### src/rtl/mul_div_unit.sv
// mul_div_unit: iterative RV32M multiply/divide unit with start/busy/done handshake and flush.
//   Ports: clk, rst_n (async, active-low), start, op[2:0] (funct3), a/b[XLEN-1:0] operands,
//          flush (abort), busy (CALC or FIN), done (1-cycle pulse), result[XLEN-1:0] (held until next done).
//   Optional: define MDU_FAST_MUL_EN to compute multiplies combinationally (1-cycle latency).
module mul_div_unit #(
  parameter int XLEN = 32,
  localparam int CNT_W = $clog2(XLEN) + 1
) (
  input  logic            clk,
  input  logic            rst_n,
  input  logic            start,
  input  logic [2:0]      op,
  input  logic [XLEN-1:0] a,
  input  logic [XLEN-1:0] b,
  input  logic            flush,
  output logic            busy,
  output logic            done,
  output logic [XLEN-1:0] result
);
  typedef enum logic [1:0] {IDLE, CALC, FIN} state_e;
  state_e              state_q, state_d;
  logic [2:0]          op_q, op_d;
  logic [CNT_W-1:0]    cnt_q, cnt_d;
  logic                neg_q, neg_d;
  logic [2*XLEN-1:0]   prod_q, prod_d;
  logic [XLEN:0]       rem_q, rem_d;
  logic [XLEN-1:0]     mcand_q, mcand_d;
  logic [XLEN-1:0]     result_q, result_d;
  logic                done_q, done_d;
  logic                sa, sb, dz, ovf;
  logic [XLEN-1:0]     ma, mb;
  logic [XLEN:0]       mul_sum;
  logic [XLEN+1:0]     div_sh, div_df;
  logic [2*XLEN-1:0]   prod_s;
  logic [XLEN-1:0]     quo_s, rem_s;
  // Operand prep: magnitudes of signed operands; the result sign is restored in FIN.
  always_comb begin
    sa = a[XLEN-1] & (op == 3'b001 | op == 3'b010 | (op[2] & ~op[0]));
    sb = b[XLEN-1] & (op == 3'b001 | (op[2] & ~op[0]));
    ma = sa ? -a : a;
    mb = sb ? -b : b;
    dz = op[2] & (b == '0);
    ovf = op[2] & ~op[0] & (a == {1'b1, {(XLEN-1){1'b0}}}) & (&b);
  end
  // Shift-add keeps the multiplier in the low half of prod_q; restoring division
  // keeps the dividend/quotient in the low half and the partial remainder in rem_q.
  always_comb begin
    mul_sum = {1'b0, prod_q[2*XLEN-1:XLEN]} + (prod_q[0] ? {1'b0, mcand_q} : '0);
    div_sh = {rem_q, prod_q[XLEN-1]};
    div_df = div_sh - {2'b00, mcand_q};
    prod_s = neg_q ? -prod_q : prod_q;
    quo_s = neg_q ? -prod_q[XLEN-1:0] : prod_q[XLEN-1:0];
    rem_s = neg_q ? -rem_q[XLEN-1:0] : rem_q[XLEN-1:0];
  end
  always_comb begin
    state_d = state_q;
    op_d = op_q;
    cnt_d = cnt_q;
    neg_d = neg_q;
    prod_d = prod_q;
    rem_d = rem_q;
    mcand_d = mcand_q;
    result_d = result_q;
    done_d = 1'b0;
    if (flush) begin
      state_d = IDLE;
    end else begin
      case (state_q)
        IDLE: if (start) begin
          op_d = op;
          neg_d = (op[2] & op[1]) ? sa : sa ^ sb;
          mcand_d = mb;
          cnt_d = CNT_W'(XLEN);
          prod_d = {{XLEN{1'b0}}, ma};
          rem_d = '0;
          state_d = CALC;
          // Special cases preload quotient/remainder so FIN needs no extra mux.
          if (dz) begin
            neg_d = 1'b0;
            prod_d = {{XLEN{1'b0}}, {XLEN{1'b1}}};
            rem_d = {1'b0, a};
            state_d = FIN;
          end else if (ovf) begin
            neg_d = 1'b0;
            prod_d = {{XLEN{1'b0}}, a};
            state_d = FIN;
          end
`ifdef MDU_FAST_MUL_EN
          if (!op[2]) begin
            prod_d = {{XLEN{1'b0}}, ma} * {{XLEN{1'b0}}, mb};
            state_d = FIN;
          end
`endif
        end
        CALC: begin
          cnt_d = cnt_q - 1'b1;
          if (op_q[2]) begin
            rem_d = div_df[XLEN+1] ? div_sh[XLEN:0] : div_df[XLEN:0];
            prod_d = {prod_q[2*XLEN-1:XLEN], prod_q[XLEN-2:0], ~div_df[XLEN+1]};
          end else begin
            prod_d = {mul_sum, prod_q[XLEN-1:1]};
          end
          state_d = (cnt_q == CNT_W'(1)) ? FIN : CALC;
        end
        FIN: begin
          result_d = (op_q == 3'b000) ? prod_s[XLEN-1:0] :
                     !op_q[2]         ? prod_s[2*XLEN-1:XLEN] :
                     op_q[1]          ? rem_s : quo_s;
          done_d = 1'b1;
          state_d = IDLE;
        end
        default: state_d = IDLE;
      endcase
    end
  end
  always_ff @(posedge clk or negedge rst_n) begin
    if (!rst_n) begin
      state_q <= IDLE;
      op_q <= '0;
      cnt_q <= '0;
      neg_q <= 1'b0;
      prod_q <= '0;
      rem_q <= '0;
      mcand_q <= '0;
      result_q <= '0;
      done_q <= 1'b0;
    end else begin
      state_q <= state_d;
      op_q <= op_d;
      cnt_q <= cnt_d;
      neg_q <= neg_d;
      prod_q <= prod_d;
      rem_q <= rem_d;
      mcand_q <= mcand_d;
      result_q <= result_d;
      done_q <= done_d;
    end
  end
  assign busy = state_q != IDLE;
  assign done = done_q;
  assign result = result_q;
endmodule

### config.mk
export PLATFORM = sky130hd
export DESIGN_NAME = mul_div_unit
export DESIGN_NICKNAME = d
export VERILOG_FILES = /design/src/rtl/mul_div_unit.sv
export SDC_FILE = /design/constraint.sdc
export NUM_CORES = 1
export LEC_CHECK = 0
export CORE_AREA = 5 5 192 287
export DETAILED_ROUTE_END_ITERATION = 12
export DIE_AREA = 0 0 197 292
export SYNTH_ARGS = -nofsm -noshare
export SYNTH_HDL_FRONTEND = slang
export SYNTH_SLANG_ARGS = --single-unit
export TNS_END_PERCENT = 30
### constraint.sdc
create_clock -name clk -period 3.7 [get_ports clk]
set_clock_uncertainty 0.1 [all_clocks]
set_input_delay 0.555 -clock clk [delete_from_list [all_inputs] [get_ports clk]]
set_output_delay 0.555 -clock clk [all_outputs]
set_load 0.02 [all_outputs]
==> metrics.md <==
| Metric | Value |
|---|---|
| Synth area leaders | dfrtp_1, nand2_1, o21ai_0, xor2_1, ha_1 |
| Max-slew headroom | 40.1% |
| Ant. Diodes | 0 |
| Die extent in y | between 200 and 300 um |
| Fin cells | around 2,900 |
| Max clock buf depth | 2 |
| Max cap viols | 0 |
| Via count | 16,200 |
| Mapped Cells | 2,000 |
| Post-synth cell types | 71 |
| Total CTS buffers | 17 |
| Via-per-instance ratio | between 5 and 6 |
| Area grow syn2layout | 22.8% |
| Die area | 0.0575 mm^2 |
| Syn. warnings | 0 |
| Root Driver | clkbuf_16 |
| Antenna violations before repair | 0 |
| DR iter-0 viols | around 1,300 |
| #FFs+latches synth | about 170 |
| Reg2Reg Depth | 10 |
| Post-synthesis cell area | about 0.016 mm^2 |
| Post-route minimum period | about 3600 ps |
| Power density over the cells | 624 mW/mm^2 |
| Post-DP HPWL | 52.6 mm |
| Vias in the first global route | ~16,000 |
| Routed WL | between 60 and 70 mm |
| Layout cells sized above 1 | about 12% |
| Syn Area/Cell | about 7.8 um^2 |
| Syn_nets | between 2,000 and 2,500 |
| Fillers | 5,562 |
| Final hold vios | 0 |
| Top FF cell, synth | dfrtp_1 |
| Worst-path clk slew | 70 ps |
| IO Port Bufs | 104 |
| Largest net degree at the start of global routing | 79 |
| Fin Hold WS | about 32 ps |
| Worst Path Arrival | approximately 3900 ps |
| CTS tree | yes |
| Tightest Hold Check Type | in2async |
| Ys async rst share | 100% |
| Tot Pwr | roughly 12 mW |
| WS Path Type | reg2reg |
| Final setup fails | 0 |
| Hold_buf cts | 0 |
| RSZ-0062 raised after global routing | no |
| Placed Cells | 2,848 |
| Gp weighted congestion | between 0.9 and 1 |
| Final Max Tran Viols | 0 |
| Latest clock arrival within the worst-skew pair | 470 ps |
| Post-synth top cells | nand2_1, o21ai_0, dfrtp_1 |
| Status | finished, final reports clean |
| Worst EP required | between 3000 and 4000 ps |
| Gate power share | ~60% |
| Lkg Pwr | approximately 7.9 nW |
| Slew @ Worst Pin | about 900 ps |
| Nets | 2,329 |
| Worst vdd ir | roughly 0.38 mV |
| First-pass GRT wire length | between 90 and 100 mm |
| Seq/Total Area, Yosys | 28.1% |
| Post-synth EDFFs | 0 |
| Clk sink count | ~170 |
| Grt ovf | 0 |
| Yosys top cell by area | dfrtp_1 |
| Postcts setup bufs | 0 |
| Setup TNS | 0 ps |
| DR DRC count | 0 |
| CP endpoint kind | register |
| Fmax | between 200 and 300 MHz |
| Pre-antenna DRT Iters | 5 |
| Initial core utilization | between 20% and 30% |
| Global Route Usage Sum | 21.9% |
| Area of the multi-input gates | around 0.011 mm^2 |
| Site Rows | roughly 100 |
| Synth top area share | 28.1% |
| Avg WL per Cell | around 23 um |
| Sw Pwr | 5.77 mW |
| Flip-flop and latch area | between 0.004 and 0.005 mm^2 |
| Clock power share | approximately 16% |
| Routed Antenna Nets | 0 |
| Pint | ~6.1 mW |
| Final Cycle Share | 97.9% |
| Critical path launch point type | register |
| DIE WIDTH | between 150 and 200 um |
| IO Count | 105 |
| Core ar. | approximately 0.052 mm^2 |
| Count leader, synth | nand2_1 |
| Crit path max fanout | 5 |
| CTS H-tree depth | 4 |
| Flop pwr share | 24.5% |
| Switching share of power | around half |
-- cell type report --
cell class                      instances  area share (%)
Multi-Input combinational cell       1642            55.2
Sequential cell                       174            22.9
Timing Repair Buffer                  288            13.2
Tap cell                              682            4.48
Clock buffer                           23            2.56
Inverter                               62            1.22
Clock inverter                          9           0.453
-- state kept, by name, summed over array words and instances, names as in the netlist --
register	count
cnt_q	6
state_q	2
op_q	3
result	32
done	1
neg_q	1
prod_q	64
mcand_q	32
rem_q	33
-- kinds of logic (layout without fill, tap and decap cells) --
logic type                 after synthesis  in the layout  synth area share [%]
xor gates and xnor gates               197            197                  11.1
adders and majority gates               73             73                  5.98
AOI/OAI and AO/OA                      620            620                  25.0
buffers and inverters                  184            382                  4.47
and+or+nand+nor                        699            699                  21.8
muxes                                   53             53                  3.58
DFF                                    174            174                  28.1
-- layout by cell type (no fill, tap or decap), types with 15 or more instances in the layout --
cell / instances
clkdlybuf4s50_1: 103
a221oi_1: 16
ha_1: 71
o211ai_1: 15
mux2i_1: 42
o21bai_1: 15
xor2_1: 102
dfrtp_1: 171
clkbuf_16: 17
a21oi_1: 156
o31ai_1: 45
inv_1: 62
or3_1: 27
nand3_1: 43
nor4_1: 27
nor3_1: 43
xnor2_1: 95
nand4_1: 36
nor2_1: 146
o21ai_0: 189
a21o_1: 34
nand2_1: 260
buf_4: 177
o41ai_1: 21
a31oi_1: 26
nand2b_1: 26
-- worst max-delay path: stages, from the launching register on --
cell and delay (ps):
dfrtp_1 390, or4_4 590, nor4_2 260, buf_4 210, nand4_2 100, or3_1 450, or4_4 490, o31ai_4 190
xnor2_1 90, a222oi_1 520, o21ai_1 100
-- per-stage QoR --
stage | utilization [%] | cell area (um^2) | setup slack (ps)
6_report | 36.4 | 19000 | 76.0
5_1_grt | 36.4 | 19000 | 6.38
4_1_cts | 36.4 | 19000 | 71.7
3_5_place_dp | 35.3 | 18400 | -32.9
3_3_place_gp | 35.3 | 18400 | -0.566
2_1_floorplan | - | 15500 | 296
-- power groups by stage --
stage,combinational [mW],clock [mW],sequential (mW)
after CTS,7.03,1.88,2.90
after floorplan,4.32,0,2.76
final,7.13,1.85,2.91
after detailed placement,7.00,0,2.93
after global placement,6.95,0,2.91
after global routing,7.69,1.94,2.94
-- path summary, 6_finish.rpt --
kind                                        startpoint                     end  slack [ps]
worst max-delay path            prod_q[23]$_DFFE_PN0P_  result[23]$_DFFE_PN0P_          80
worst min-delay path                             rst_n          done$_DFF_PN0_          30
worst max register to register  prod_q[23]$_DFFE_PN0P_  result[23]$_DFFE_PN0P_          80
worst min register to register  result[17]$_DFFE_PN0P_  result[17]$_DFFE_PN0P_         370
max in group asynchronous                        rst_n  result[27]$_DFFE_PN0P_        2520
min in group clk                result[17]$_DFFE_PN0P_  result[17]$_DFFE_PN0P_         370
-- metal layers --
metal | wire, um | track usage, % | part of all wire, %
met1 | 24900 | 25.6 | 38
met2 | 32000 | 37.7 | 49
met3 | 3240 | 2.71 | 5.0
met4 | 4710 | 13.9 | 7.3
met5 | 0 | 0 | 0
-- timing repair --
action,4_1_cts,5_1_grt
endpoints found under the hold margin,0,0
setup endpoints to repair,0,12
resized for setup,0,5
(Power assumes the default switching activity.)
